--- src/rtl/io_intr_unit.sv ---
// Registered I/O ports, halt flag and a maskable fixed-priority interrupt controller.
// IRQ line to intr_flag is 4 edges; no backpressure. `define IO_IRQ_EDGE_EN latches rising edges instead of levels.
module io_intr_unit #(
   parameter int DATA_W    = 8,
   parameter int N_IN      = 2,
   parameter int N_OUT     = 2,
   parameter int N_IRQ     = 4,
   parameter int SEL_IN_W  = (N_IN  > 1) ? $clog2(N_IN)  : 1,
   parameter int SEL_OUT_W = (N_OUT > 1) ? $clog2(N_OUT) : 1,
   parameter int VEC_W     = (N_IRQ > 1) ? $clog2(N_IRQ) : 1
) (
   input  logic                    clk,
   input  logic                    rst,
   input  logic [N_IN*DATA_W-1:0]  in_port,
   input  logic [SEL_IN_W-1:0]     in_sel,
   output logic [DATA_W-1:0]       data_to_cpu,
   input  logic                    out_en,
   input  logic [SEL_OUT_W-1:0]    out_sel,
   input  logic [DATA_W-1:0]       data_from_cpu,
   output logic [N_OUT*DATA_W-1:0] out_port,
   input  logic                    HLT_en,
   output logic                    HLT_flag,
   input  logic [N_IRQ-1:0]        irq,
   input  logic                    mask_wr,
   input  logic [N_IRQ-1:0]        mask_in,
   input  logic                    intr_clear,
   output logic                    intr_flag,
   output logic [VEC_W-1:0]        intr_vec,
   output logic [N_IRQ-1:0]        irq_pending
);

   typedef enum logic {IDLE = 1'b0, ACTIVE = 1'b1} state_t;

   logic [DATA_W-1:0] in_q  [N_IN];
   logic [DATA_W-1:0] out_q [N_OUT];
   logic [N_IRQ-1:0]  s1_q, s2_q;
   logic [N_IRQ-1:0]  pending_q, pending_d;
   logic [N_IRQ-1:0]  mask_q;
   logic [N_IRQ-1:0]  req, set, clr;
   logic [VEC_W-1:0]  vec_q, vec_d, sel_idx;
   logic              hlt_q, hlt_d;
   state_t            state_q, state_d;

`ifdef IO_IRQ_EDGE_EN
   logic [N_IRQ-1:0]  s3_q;

   always_ff @(posedge clk) begin
      if (rst) s3_q <= '0;
      else     s3_q <= s2_q;
   end

   assign set = s2_q & ~s3_q;
`else
   assign set = s2_q;
`endif

   assign req = pending_q & mask_q;

   always_comb begin
      data_to_cpu = '0;
      for (int i = 0; i < N_IN; i++) begin
         if (in_sel == SEL_IN_W'(i)) data_to_cpu = in_q[i];
      end
   end

   always_comb begin
      out_port = '0;
      for (int i = 0; i < N_OUT; i++) begin
         out_port[i*DATA_W +: DATA_W] = out_q[i];
      end
   end

   always_comb begin
      state_d = state_q;
      vec_d   = vec_q;
      hlt_d   = hlt_q;
      clr     = '0;
      sel_idx = '0;
      // Descending scan so the lowest requesting index wins.
      for (int i = N_IRQ - 1; i >= 0; i--) begin
         if (req[i]) sel_idx = VEC_W'(i);
      end
      unique case (state_q)
         IDLE: begin
            if (|req) begin
               state_d = ACTIVE;
               vec_d   = sel_idx;
            end
         end
         ACTIVE: begin
            if (intr_clear) begin
               state_d = IDLE;
               for (int i = 0; i < N_IRQ; i++) begin
                  if (vec_q == VEC_W'(i)) clr[i] = 1'b1;
               end
            end
         end
         default: state_d = IDLE;
      endcase
      pending_d = (pending_q & ~clr) | set;
      if (state_q == IDLE && |req) hlt_d = 1'b0;
      else if (HLT_en)             hlt_d = 1'b1;
   end

   always_ff @(posedge clk) begin
      if (rst) begin
         for (int i = 0; i < N_IN; i++)  in_q[i]  <= '0;
         for (int i = 0; i < N_OUT; i++) out_q[i] <= '0;
         s1_q      <= '0;
         s2_q      <= '0;
         pending_q <= '0;
         mask_q    <= '1;
         vec_q     <= '0;
         hlt_q     <= 1'b0;
         state_q   <= IDLE;
      end else begin
         for (int i = 0; i < N_IN; i++) in_q[i] <= in_port[i*DATA_W +: DATA_W];
         if (out_en) begin
            for (int i = 0; i < N_OUT; i++) begin
               if (out_sel == SEL_OUT_W'(i)) out_q[i] <= data_from_cpu;
            end
         end
         s1_q      <= irq;
         s2_q      <= s1_q;
         pending_q <= pending_d;
         if (mask_wr) mask_q <= mask_in;
         vec_q     <= vec_d;
         hlt_q     <= hlt_d;
         state_q   <= state_d;
      end
   end

   assign HLT_flag    = hlt_q;
   assign intr_flag   = (state_q == ACTIVE);
   assign intr_vec    = vec_q;
   assign irq_pending = pending_q;

endmodule

--- config.mk ---
export PLATFORM = sky130hd
export DESIGN_NAME = io_intr_unit
export DESIGN_NICKNAME = d
export VERILOG_FILES = /design/src/rtl/io_intr_unit.sv
export SDC_FILE = /design/constraint.sdc
export NUM_CORES = 1
export LEC_CHECK = 0
export CORE_UTILIZATION = 44
export CTS_BUF_LIST = sky130_fd_sc_hd__clkbuf_8
export CTS_CLUSTER_DIAMETER = 30
export DETAILED_ROUTE_END_ITERATION = 7
export PLACE_DENSITY = 0.81
export SETUP_SLACK_MARGIN = 0.05
export SLEW_MARGIN = 40
export SYNTH_ARGS = -nofsm -noshare
export SYNTH_HDL_FRONTEND = slang
export SYNTH_SLANG_ARGS = --single-unit
--- constraint.sdc ---
create_clock -name clk -period 1.35 [get_ports clk]
set_input_delay 0.27 -clock clk [delete_from_list [all_inputs] [get_ports clk]]
set_output_delay 0.27 -clock clk [all_outputs]
set_load 0.01 [all_outputs]
# Word-level counts from Yosys, hierarchy flattened
# Memory sizes are Yosys's and may differ from the RTL's.
# Index checks and enable logic that the tools add are counted.
# totals
ram_bits	32
n_memories	2
input_bits	40
elab_cells	55
regBits	20
output_inout_bits	32
# memory_table
memory	depth	width	read_ports	rd_ports_with_merged_regs	wr	line	source
in_q	2	8	2	0	2	34	logic [DATA_W-1:0] in_q [N_IN];
out_q	2	8	2	0	2	35	logic [DATA_W-1:0] out_q [N_OUT];
# classes
bitwise	9
muxes	29
n_reduce_logical	5
eq_ne	3
# op_table
cell	count
8-bit two-way mux	5
1-bit two-way mux	17
4-bit AND	2
2-bit two-way mux	4
4-bit two-way mux	2
2-bit == test (second input constant)	2
4-bit NOT	1
1-bit bitwise OR	4
4-bit bitwise OR	1
4-bit OR reduction	1
2-bit by 1-bit == test with 1-bit output (second input constant)	1
2-bit logical NOT	1
1-bit case mux with 2 select lines	1
2-bit AND reduction	1
2-bit OR reduction	1
1-bit logical AND	1
1-bit NOT	1

# Logic depth before layout (Yosys ltp)
# Gate-level depths: netlist of run 1.
# logic_depth
ltp_word	7
depth_mapped	5
depth_no_buf	4

# Worst setup path after synthesis of run 1
# No wires, ideal clock.
# synth_path
kind	reg2reg
startpoint	register state_q (netlist: intr_flag)
endpoint	register pending_q[0] (netlist: irq_pending[0])
path_stages_with_launch	6
path_slack_ns	0.215
t_arrival_ns	1.017
path_cell_list	dfxtp_1 buf_6 nand2_2 or3_1 a21oi_1 nor2_1
# synth_between
elab_chain_cells	4
# synth_lines
item	line	source
from (decl)	42	state_t state_q, state_d;
from (signal assigned)	129	state_q <= state_d;
4-bit two-way mux	83	unique case (state_q)
4-bit NOT	100	pending_d = (pending_q & ~clr) | set;
4-bit AND	100	
4-bit bitwise OR	100	
to (signal assigned)	125	pending_q <= pending_d;
to (decl)	37	logic [N_IRQ-1:0] pending_q, pending_d;
# No other way between the ends.
# A chain may end at the register's enable or synchronous reset.

# Worst setup path after layout of run 1
# layout_path
startpoint	input in_sel
endpoint	output data_to_cpu[1]
# layout_between
elab_chain_cells	1
# layout_lines
item	line	source
from (decl)	15	input logic [SEL_IN_W-1:0] in_sel,
8-bit two-way mux	62	if (in_sel == SEL_IN_W'(i)) data_to_cpu = in_q[i];
to (decl)	16	output logic [DATA_W-1:0] data_to_cpu,
# No other way between the ends.

==> impl_metrics.tcl, run 1 <==
set metrics [dict create \
    holdCritPathClass "reg -> reg" \
    antennaDiodeCount 0 \
    hold_viol 0 \
    synth-edff-count 16 \
    yosysTopAreaCell "dfxtp_1" \
    ys_warn_count 0 \
    finalCriticalPeriod_ns 1.29 \
    die_area_sq_um 4310 \
    antenna_left 0 \
    critPathCaptureType "output pin" \
    multi_input_area_sq_um 549 \
    ys.flop_type "dfxtp_1" \
    powerDensity_nw_per_um2 1180 \
    finalSetupViolCount 0 \
    drive_gt1_share_pct 20.2 \
    setup_ws_ns 0.0638 \
    crit_top_cell "buf_6" \
    fin_nets 267 \
    netlist_top_cells_area "dfxtp_1, edfxtp_1, nor2b_1" \
    grt_pass1_vias 1283 \
    io_buffer_count 71 \
    skew_ns 0.00529 \
    ys_ff_latch 52 \
    viasPerCell 4.71 \
    ys_types 27 \
    regArea_sq_um 1210 \
    max-vdd-ir-drop_mv 0.849 \
    synthArstFlopShare_pct 0 \
    cts-root-buf "clkbuf_8" \
    die_w_um 65.7 \
    max_stage_delay_ns 0.29 \
    wl_per_cell_um 11.9 \
    rows 22 \
    netlist_instances 141 \
    detailed_place_hpwl_um 2570 \
    cts_tree "yes" \
    avgSynthCellArea_sq_um 12.6 \
    place_ws_ns -0.656 \
    cp_num_buf_inv 4 \
    rsz0062_at_grt "yes" \
    cts_buffer_depth 2 \
    startpoint_type "input pin" \
    leakage_nw 1.17 \
    status "completed" \
    htreeDepth 2 \
    placedCellCount 267 \
    worstSkewPairLatency_ns 0.29 \
    grt_pass1_wl_um 5440 \
    synth.yosys.seq_area_share_pct 67.4 \
    cts_inserted_buffers 5 \
    grt_usage_pct 17.0 \
    grt_start_max_net_pins 25 \
    crit_chain "buf_6 > buf_12 > buf_6 > mux2_4 > buf_6" \
    die_y_um 65.7 \
    path_delay_family "buffers and inverters" \
    path_class "in -> out" \
    routed_wl_um 3280 \
    antenna_found_initial 0 \
    stdcell_count 276 \
    syn_area_sq_um 1780 \
    critPathSlowestCell "mux2_4" \
    num_vias 1301 \
    crit_path_max_fanout 8 \
    tightestPinTransition_ns 0.292 \
    dr.first_iter.drc_count 47 \
    grt_overflow 0 \
    maxCapViolations 0 \
    yosysTopAreaCellShare_pct 40.4 \
    io-pin-count 72 \
    fmax_ghz 0.777 \
    layout_worst_path_cycle_share_pct 95.3 \
    start_util_pct 47.3 \
    area_delta_synth_final_pct 52.9 \
    num-fill-cells 271 \
    critical_path_required_ns 1.08 \
    dr.pass1.iters 4 \
    drc 0 \
    gp_congestion 0.862 \
    arrival_ns 1.02 \
    core-area_sq_um 3770 \
    clkTransAtPathRegs_ns 0.08 \
    cts_sinks 52 \
    drv_slew 0 \
    max_slew_margin_pct 80.5 \
    cts_hold_buf 0 \
    syn-num-nets 181 \
]
==> placed cells by master (no fill, tap or decap), drive strengths merged <==
| cell | n |
|---|---|
| inv | 2 |
| buf | 23 |
| mux2 | 8 |
| edfxtp | 16 |
| nand4 | 1 |
| clkbuf | 5 |
| a21o | 2 |
| o21ai | 2 |
| nor2 | 9 |
| and2 | 8 |
| dfxtp | 36 |
| a22oi | 2 |
| bufinv | 1 |
| nor2b | 26 |
| clkdlybuf4s50 | 38 |
| o21bai | 1 |
| a32o | 1 |
| clkinv | 1 |
| nor3 | 1 |
| nand2 | 3 |
| a21oi | 6 |
| nand2b | 1 |
| nand4b | 2 |
| a211o | 4 |
| nand3 | 1 |
| dlygate4sd2 | 24 |
| or3 | 1 |
| and2b | 3 |
==> what timing repair did <==
action | CTS | global route
cloned | 0 | 0
buffers inserted | 1 | 0
setup endpoints to repair | 32 | 8
gates resized for setup | 68 | 7
==> registers in the layout (all words and copies together) (netlist names) <==
signal,cells
irq_pending,4
HLT_flag,1
out_q,16
in_q,16
intr_vec,2
mask_q,4
intr_flag,1
s2_q,4
s1_q,4
==> final cells by class <==
type,instances,area share [%]
clock buffers,5,2.52
clock inverters,3,1.51
repair buffers,85,29.1
inverters,1,0.138
flip-flops and latches,52,44.3
well taps,48,2.20
multi-input cells,82,20.1
==> cells by family after synthesis <==
kind of cell,count (synthesis),share of synthesized area [%]
buffers and inverters,7,2.25
AND/OR/NAND/NOR,56,18.5
AO/OA/AOI/OAI,18,6.88
flip-flops,52,67.4
multiplexers,8,5.05
==> metrics by stage <==
step	power, mW	area, sq um	util (%)	hold slack (ns)	setup TNS [ns]
finish	3.23	2730	72.3	0.442	0
global route	3.38	2730	72.3	0.465	0
CTS	3.25	2700	71.7	0.446	0
detailed placement	2.31	2630	69.7	0.425	-9.39
global placement	2.29	2630	69.7	0.414	-8.62
floorplan	1.98	1780	-	0.388	0
==> routing by layer <==
| metal | wire, um | up-vias | track usage (%) |
|---|---|---|---|
| met5 | 0 | - | 0 |
| met2 | 1620 | 62 | 29.1 |
| met1 | 1360 | 586 | 19.1 |
| met3 | 271 | 4 | 5.56 |
| li1 | - | 649 | - |
| met4 | 32 | 0 | 7.61 |
==> where the power goes <==
group          internal, mW  leakage, nW  total (mW)  switching (mW)
combinational         0.288        0.650       0.469           0.181
sequential             1.72        0.463        1.76          0.0377
clock                 0.549       0.0585        1.00           0.453
==> synthesized netlist by cell type (2+ instances only) <==
cell type   n
edfxtp_1   16
nand2_1     2
buf_2       2
and2_1      8
a21oi_1     6
and2b_1     3
dfxtp_1    36
nor2b_1    26
a211o_1     4
clkbuf_1    2
mux2_2      8
o21ai_0     2
nor2_1      9
nand4b_1    2
a21o_1      2
a22oi_1     2
==> final timing paths <==
path	startpoint	end	slack, ns	cells past startpoint
max	in_sel	data_to_cpu[1]	0.06	5
min	s1_q[3]	s2_q[3]	0.44	1
max reg2reg	intr_flag	irq_pending[0]	0.22	5
min reg2reg	s1_q[3]	s2_q[3]	0.44	1
Note: power is estimated with default switching activity, not from simulation.
==> run 2: changes to the inputs <==
==> config.mk (replaced) <==
export PLATFORM = sky130hd
export DESIGN_NAME = io_intr_unit
export DESIGN_NICKNAME = d
export VERILOG_FILES = /design/src/rtl/io_intr_unit.sv
export SDC_FILE = /design/constraint.sdc
export NUM_CORES = 1
export LEC_CHECK = 0
export CORE_UTILIZATION = 47
export CTS_BUF_LIST = sky130_fd_sc_hd__clkbuf_8
export CTS_CLUSTER_DIAMETER = 30
export DETAILED_ROUTE_END_ITERATION = 7
export PLACE_DENSITY = 0.86
export SETUP_SLACK_MARGIN = 0.05
export SYNTH_ARGS = -nofsm -noshare
export SYNTH_HDL_FRONTEND = slang
export SYNTH_SLANG_ARGS = --single-unit
==> constraint.sdc (replaced) <==
create_clock -name clk -period 1.55 [get_ports clk]
set_input_delay 0.31 -clock clk [delete_from_list [all_inputs] [get_ports clk]]
set_output_delay 0.31 -clock clk [all_outputs]
set_load 0.01 [all_outputs]
==> run 2 against run 1 <==
Effect of this change:
- design area down 2.8%
- routed wire length grew 8.8%
- combinational power decreased by 16%
- non-clock buffer count shrank 8
- critical endpoint is now data_to_cpu[0]
- largest cell class unchanged
==> impl_metrics.tcl, run 2 (synthesis gave the netlist of run 1 again) <==
set metrics [dict create \
    cts-root-buf "clkbuf_8" \
    status "completed" \
    clkTransAtPathRegs_ns 0.09 \
    detailed_place_hpwl_um 2710 \
    critical_path_required_ns 1.24 \
    core-area_sq_um 3660 \
    drive_gt1_share_pct 15.9 \
    antenna_left 0 \
    finalSetupViolCount 0 \
    crit_path_max_fanout 5 \
    tightestPinTransition_ns 0.368 \
    wl_per_cell_um 13.3 \
    viasPerCell 4.81 \
    io_buffer_count 71 \
    stdcell_count 268 \
    powerDensity_nw_per_um2 1010 \
    grt_start_max_net_pins 25 \
    grt_usage_pct 19.5 \
    critPathCaptureType "output pin" \
    cts_sinks 52 \
    area_delta_synth_final_pct 48.6 \
    grt_overflow 0 \
    power_switching_mw 0.610 \
    dr.pass1.iters 4 \
    rows 22 \
    worstReg2RegStart "intr_flag" \
    hold_viol 0 \
    antennaDiodeCount 0 \
    mostFrequentLayoutCells "clkdlybuf4s50_1, dfxtp_1, nor2b_1" \
    post_cts_buffers 0 \
    drc 0 \
    max-vdd-ir-drop_mv 0.790 \
    finalCriticalPeriod_ns 1.48 \
    reg.largest.list "in_q x16, out_q x16" \
    holdCritPathClass "reg -> reg" \
    die_w_um 63.6 \
    max_slew_margin_pct 75.4 \
    htreeDepth 2 \
    start_util_pct 48.7 \
    p_seq_share_pct 57.6 \
    placedCellCount 260 \
    arrival_ns 1.17 \
    startpoint_type "input pin" \
    antenna_found_initial 0 \
    skew_ns 0.00548 \
    maxCapViolations 0 \
    drv_slew 0 \
    path_class "in -> out" \
    reg2regPathDepth 5 \
    io-pin-count 72 \
    num_vias 1288 \
    endpoint "data_to_cpu[0]" \
    fin_nets 259 \
    worstSkewPairLatency_ns 0.30 \
    power.share.clock_pct 27.7 \
    crit_start "in_sel" \
    leakage_nw 1.20 \
    die_area_sq_um 4040 \
    die_y_um 63.6 \
    cts_buffer_depth 2 \
    layout_worst_path_cycle_share_pct 95.2 \
    comb_power_share_pct 14.7 \
    grt_pass1_vias 1271 \
    cts_tree "yes" \
    routed_wl_um 3570 \
    rsz0062_at_grt "no" \
    dr.first_iter.drc_count 53 \
    cts_inserted_buffers 5 \
    fmax_ghz 0.677 \
    regToRegSetupSlack_ns 0.33 \
    cell_internal_pwr_mw 2.06 \
    swShare_pct 22.9 \
    reg2reg_to "irq_pending[0]" \
    final_common_cell "clkdlybuf4s50_1" \
    gp_congestion 0.786 \
    grt_pass1_wl_um 5840 \
    final_util_pct 72.4 \
]
run 2: cell types whose count changed in the layout (fill, tap and decap cells not counted), moves of 2 or more:
cell / previous run / this run
mux2_4: 2 / 0
dfxtp_2: 6 / 3
dlymetal6s2s_1: 0 / 12
clkbuf_2: 0 / 4
clkdlybuf4s15_2: 0 / 2
dfxtp_1: 30 / 33
buf_4: 12 / 5
dlygate4sd2_1: 24 / 8
clkdlybuf4s50_1: 38 / 42
buf_6: 7 / 1
mux2_2: 6 / 8
run 2: per-stage QoR:
step | hold slack [ns] | TNS (ns) | power, mW | setup slack, ns | instance area (sq um)
6_report | 0.453 | 0 | 2.67 | 0.0738 | 2650
5_1_grt | 0.473 | 0 | 2.79 | 0.0500 | 2650
4_1_cts | 0.455 | 0 | 2.71 | 0.0542 | 2650
3_5_place_dp | 0.432 | -4.06 | 1.99 | -0.531 | 2560
3_3_place_gp | 0.417 | -3.87 | 1.97 | -0.497 | 2560
2_1_floorplan | 0.411 | 0 | 1.72 | 0.376 | 1780
run 2: critical path, cell delays in order:
cell and delay (ns):
clkdlybuf4s15_2 0.19, buf_6 0.12, mux2_2 0.33, clkdlybuf4s15_2 0.22
run 2: worst min-delay path by stage:
stage,start,end,slack [ns],cells past startpoint
2_1_floorplan,s1_q[3],s2_q[3],0.41,1
3_3_place_gp,s1_q[3],s2_q[3],0.42,1
3_5_place_dp,s1_q[3],s2_q[3],0.43,1
4_1_cts,s1_q[3],s2_q[3],0.45,1
5_1_grt,s1_q[1],s2_q[1],0.47,1
6_report,s2_q[3],irq_pending[3],0.45,2
run 2: final cells by class:
cell class / count / area (sq um)
sequential: 52 / 1200
fill: 269 / 1010
timing repair buffer: 77 / 747
multi-input combinational: 82 / 542
clock buffer: 5 / 68.8
tap: 48 / 60.1
clock inverter: 3 / 22.5
inverter: 1 / 3.75
run 2: what timing repair did:
item / in CTS / in global routing
hold buffers: 0 / 0
resized for setup: 36 / 18
endpoints found under the setup margin: 16 / 18
run 2: power groups by stage:
stage	combinational, mW	sequential, mW	clock [mW]
6_report	0.393	1.54	0.739
5_1_grt	0.423	1.55	0.820
4_1_cts	0.409	1.54	0.767
3_5_place_dp	0.423	1.57	0
3_3_place_gp	0.413	1.56	0
2_1_floorplan	0.137	1.59	0
run 2: layer usage:
layer  share of wire (%)  track usage, %
met4                0.84            7.39
met1                  39            21.2
met5                   0               0
met2                  52            34.0
met3                 8.4            7.25
==> run 3: changes to the inputs <==
--- a/config.mk
+++ b/config.mk
@@ -9,6 +9,7 @@
 export CTS_BUF_LIST = sky130_fd_sc_hd__clkbuf_8
 export CTS_CLUSTER_DIAMETER = 30
 export DETAILED_ROUTE_END_ITERATION = 7
+export GPL_TIMING_DRIVEN = 1
 export PLACE_DENSITY = 0.86
 export SETUP_SLACK_MARGIN = 0.05
 export SYNTH_ARGS = -nofsm -noshare
==> results of run 3 <==
No change in the layout: final DEF, timing and power equal those of run 2.
==> RTL change 1: new RTL, config.mk and constraints of run 3 <==
Change the parameter `N_OUT` from 2 to 4.
--- a/src/rtl/io_intr_unit.sv
+++ b/src/rtl/io_intr_unit.sv
@@ -3,7 +3,7 @@
 module io_intr_unit #(
    parameter int DATA_W    = 8,
    parameter int N_IN      = 2,
-   parameter int N_OUT     = 2,
+   parameter int N_OUT     = 4,
    parameter int N_IRQ     = 4,
    parameter int SEL_IN_W  = (N_IN  > 1) ? $clog2(N_IN)  : 1,
    parameter int SEL_OUT_W = (N_OUT > 1) ? $clog2(N_OUT) : 1,
Ports: changed (resized out_port and out_sel); port bits go from 72 to 89. No check against the original RTL was run, so the function may have changed too.
==> RTL change 1 against run 3 <==
Routed wire length grew 41%; sequential cell count increased by 16; critical path type unchanged; cell area increased by 37%; synthesized area up 39%; largest cell class unchanged; power up 37%; setup slack got worse by 0.0048 ns; highest routed layer unchanged; count of clock-buffer cells in the layout up 4; worst hold slack got worse by 0.016 ns.
==> RTL change 1: results <==
export IMPL_hold_path_depth=1
export IMPL_hpwlAfterDp_um=3711
export IMPL_grt_first_pass_wirelength_um=7914
export IMPL_dpl_cell_area_um2=3542
export IMPL_dpl_worst_slack_ns=-0.5035
export IMPL_clkTransAtPathRegs_ns=0.06
export IMPL_gp_congestion=0.8271
export IMPL_drt_initial_drc_count=79
export IMPL_yosys_top_cells_area="edfxtp_1 39%, dfxtp_1 29%, and2_1 8.1%, nor2b_1 7.1%, mux2_2 3.6%"
export IMPL_clock_latency_ns=0.34
export IMPL_worst_path_largest_cell_delay_ns=0.32
export IMPL_grt_util_all_layers_pct=19.97
export IMPL_relSlewSlack_pct=74.17
export IMPL_io_buffers=88
export IMPL_worstHoldPathType="reg -> reg"
export IMPL_clock_skew_ns=0.009559
export IMPL_reg2reg_slack_ns=0.38
export IMPL_inverters=2
export IMPL_fp_dieW_um=74.66
export IMPL_yosysSeqAreaShare_pct=67.78
export IMPL_cts_buffers=9
export IMPL_synth_seq_cells=68
export IMPL_min_to="s2_q[1]"
export IMPL_buffers=102
export IMPL_area_delta_synth_final_pct=46.14
export IMPL_grt_pass1_vias=1707
export IMPL_multi_input_area_share_pct=21.15
export IMPL_num_multi_input_gates=112
export IMPL_drive_gt1_share_pct=16.05
export IMPL_clockBufferDepth=2
export IMPL_synth_cell_type_count=26
export IMPL_regArea_um2=1683
export IMPL_p_leak_nw=1.540
export IMPL_clock_cell_area_share_pct=4.072
export IMPL_crit_fanout=4
export IMPL_vias=1760
export IMPL_synth_edf_count=32
export IMPL_synth_commonest_cells="36 x dfxtp_1, 32 x and2_1, 32 x edfxtp_1, 28 x nor2b_1, 9 x nor2_1"
export IMPL_nets=336
export IMPL_status="finished clean"
export IMPL_syn_nets=229
export IMPL_synth_mux_area_share_pct=3.631
export IMPL_hp_start="s1_q[1]"
export IMPL_final_nonclk_buf_share_pct=25.74
export IMPL_synth_compound_area_share_pct=5.749
export IMPL_hold_slack_ns=0.4368
export IMPL_final_clkbuf_count=9
export IMPL_drt_first_pass_iters=4
export IMPL_htreeDepth=3
export IMPL_n_fill_cell=390
export IMPL_reg_top3="out_q: 32 flops, in_q: 16 flops"
export IMPL_vdd_ir_drop_max_mv=0.7096
export IMPL_grt_start_max_net_pins=37
export IMPL_synth_warnings=0
export IMPL_avgRoutedWirePerCell_um=13.59
RTL change 1: cell types whose count changed in the layout (fill, tap and decap cells not counted), moves of 3 or more:
| cell | run 3 | this run |
|---|---|---|
| buf_4 | 5 | 11 |
| nor3_4 | 0 | 3 |
| dlygate4sd2_1 | 8 | 37 |
| and2b_1 | 3 | 0 |
| and2_1 | 8 | 32 |
| clkdlybuf4s50_1 | 42 | 39 |
| a31o_1 | 0 | 4 |
| edfxtp_1 | 16 | 32 |
| clkbuf_8 | 5 | 9 |
| dlymetal6s2s_1 | 12 | 3 |
| inv_1 | 1 | 5 |
RTL change 1: worst max-delay path by stage:
stage                            from              to  slack, ns  cells past startpoint
final                          in_sel  data_to_cpu[2]       0.07                      4
after global routing           in_sel  data_to_cpu[2]       0.05                      4
after CTS                 out_q[1][7]    out_port[15]       0.05                      1
after detailed placement       in_sel  data_to_cpu[3]      -0.50                      4
after global placement         in_sel  data_to_cpu[2]      -0.49                      4
after floorplan             intr_flag  irq_pending[0]       0.36                      5
RTL change 1: metrics by stage:
stage,std cells,setup TNS [ns]
finish,369,0
global route,369,0
CTS,369,0
detailed placement,354,-11.62
global placement,354,-9.526
floorplan,188,0
RTL change 1: what timing repair did:
action / CTS / global route
cloned: 0 / 0
endpoints found under the setup margin: 45 / 10
resized for setup: 63 / 10
hold buffers: 0 / 0
RTL change 1: where the power goes:
part / total (mW) / internal (mW) / switching (mW)
combinational: 0.487 / 0.273 / 0.215
clock: 1.12 / 0.539 / 0.579
sequential: 2.04 / 2.00 / 0.0420
RTL change 1: metal layers:
layer	track usage [%]	up-vias	part of all wire, %
met2	33.73	77	51
met4	9.644	0	2.3
li1	-	867	-
met5	0	-	0
met3	8.032	12	7.9
met1	21.96	804	39
==> RTL change 2: new RTL, config.mk and constraints of run 3 <==
Made on the original files. Register the input `irq` before use, without a reset. The logic sees it one clock later. The other inputs are not delayed to match.
--- a/src/rtl/io_intr_unit.sv
+++ b/src/rtl/io_intr_unit.sv
@@ -30,6 +30,12 @@
 );
 
    typedef enum logic {IDLE = 1'b0, ACTIVE = 1'b1} state_t;
+
+   logic [N_IRQ-1:0] irq_q;
+
+   always_ff @(posedge clk) begin
+      irq_q <= irq;
+   end
 
    logic [DATA_W-1:0] in_q  [N_IN];
    logic [DATA_W-1:0] out_q [N_OUT];
@@ -120,7 +126,7 @@
                if (out_sel == SEL_OUT_W'(i)) out_q[i] <= data_from_cpu;
             end
          end
-         s1_q      <= irq;
+         s1_q      <= irq_q;
          s2_q      <= s1_q;
          pending_q <= pending_d;
          if (mask_wr) mask_q <= mask_in;
Behaviour: not the same (Yosys sat finds a counterexample within 4 cycles, from zero or initial values and one cycle with rst high).
==> RTL change 2 against run 3 <==
Die area increased by 4.4%; sequential cell count increased by 4; synthesized area up 4.5%; via count increased by 5.8%; clock skew down 0.0012 ns; non-clock buffer count is 2 higher; setup slack gained 0.0083 ns; cell area increased by 3.8%; routed wire length is 1.7% higher; power is 5.4% higher; maximum frequency rose by 0.57%; final cell count up 2.2%; count of clock-buffer cells in the layout rose by 1; worst hold slack lost 0.013 ns; critical path type unchanged.
==> RTL change 2: results <==
export IMPL_yosysSeqAreaShare_pct=68.77
export IMPL_vdd_ir_drop_max_mv=0.5698
export IMPL_pwr_share_comb_pct=14.1
export IMPL_hp_start="irq_q[2]"
export IMPL_ff2ff_path_depth=5
export IMPL_drt_initial_drc_count=26
export IMPL_grt_pass1_vias=1330
export IMPL_hold_path_depth=1
export IMPL_crit_start="in_sel"
export IMPL_clock_skew_ns=0.004273
export IMPL_vias=1363
export IMPL_crit_fanout=3
export IMPL_yosys_top_cells_area="dfxtp_1 43%, edfxtp_1 26%, nor2b_1 8.7%, mux2_2 4.8%, and2_1 2.7%"
export IMPL_hpwlAfterDp_um=2769
export IMPL_nets=265
export IMPL_clockBufferDepth=2
export IMPL_status="finished clean"
export IMPL_grt_start_max_net_pins=17
export IMPL_relSlewSlack_pct=70.38
export IMPL_synth_mux_area_share_pct=4.835
export IMPL_avgRoutedWirePerCell_um=13.23
export IMPL_min_to="s1_q[2]"
export IMPL_gp_congestion=0.7828
export IMPL_p_leak_nw=1.264
export IMPL_n_fill_cell=265
export IMPL_cts_resized=47
export IMPL_power_share_switching_pct=21.70
export IMPL_syn_nets=185
export IMPL_antenna_found_initial=0
export IMPL_worst_path_largest_cell_delay_ns=0.32
export IMPL_area_delta_synth_final_pct=47.62
export IMPL_synth_warnings=0
export IMPL_grt_util_all_layers_pct=18.94
export IMPL_drive_gt1_share_pct=16.81
export IMPL_synth_xor_area_share_pct=0
export IMPL_grt_first_pass_wirelength_um=5761
export IMPL_synth_commonest_cells="40 x dfxtp_1, 26 x nor2b_1, 16 x edfxtp_1, 9 x nor2_1"
export IMPL_dpl_worst_slack_ns=-0.5103
export IMPL_hold_slack_ns=0.4403
export IMPL_synth_compound_area_share_pct=6.582
-- RTL change 2: cell count changes in the layout (fill, tap and decap cells not counted), sizes merged --
cell	before	now
clkdlybuf4s50	42	39
clkinvlp	1	0
buf	9	15
clkbuf	9	6
dlymetal6s2s	12	13
inv	2	1
dlygate4sd2	8	10
clkinv	1	2
dfxtp	36	40
-- RTL change 2: per-stage QoR --
step	cell area [µm²]	cells
floorplan	1863	145
global placement	2658	266
detailed placement	2658	266
CTS	2736	274
global route	2750	274
finish	2750	274
-- RTL change 2: cells by family (layout without fill, tap and decap cells) --
logic type,after synthesis,in the layout
buf+inv,7,88
flops,56,56
mux,8,8
compound gates,18,18
simple gates,56,56
-- RTL change 2: power groups by stage --
| stage | Clock, mW | Sequential, mW | Combinational (mW) |
|---|---|---|---|
| CTS | 0.794 | 1.65 | 0.411 |
| global route | 0.863 | 1.66 | 0.427 |
| finish | 0.772 | 1.64 | 0.395 |
| detailed placement | 0 | 1.68 | 0.429 |
| floorplan | 0 | 1.70 | 0.137 |
| global placement | 0 | 1.67 | 0.416 |
-- RTL change 2: final cells by class --
class	instances	area, µm²	area share (%)
repair buffers	79	765.7	27.84
well taps	48	60.06	2.184
multi-input cells	82	541.8	19.70
clock inverters	2	10.01	0.3640
inverters	1	3.754	0.1365
flip-flops and latches	56	1286	46.77
clock buffers	6	82.58	3.003
-- RTL change 2: metal layers --
metal  track usage [%]  wire [µm]  up-vias
met5                 0          0        -
met4             9.167         91        0
met3             5.986        318        9
met2             32.68       1785       78
met1             20.87       1430      628
li1                  -          -      648
-- RTL change 2: worst max-delay path by stage --
stage / end / slack [ns] / depth (start not counted)
finish: data_to_cpu[3] / 0.08 / 4
floorplan: out_q[0][10] / 0.38 / 3
CTS: out_port[7] / 0.05 / 1
global route: out_port[11] / 0.05 / 1
global placement: data_to_cpu[1] / -0.50 / 4
detailed placement: data_to_cpu[1] / -0.51 / 4
-- RTL change 2: worst register-to-register path, cell delays in order (launching register included) --
cell	delay, ns
dfxtp_1	0.37
buf_4	0.17
nand2_2	0.06
or3_1	0.31
a21oi_1	0.17
nor2_1	0.05
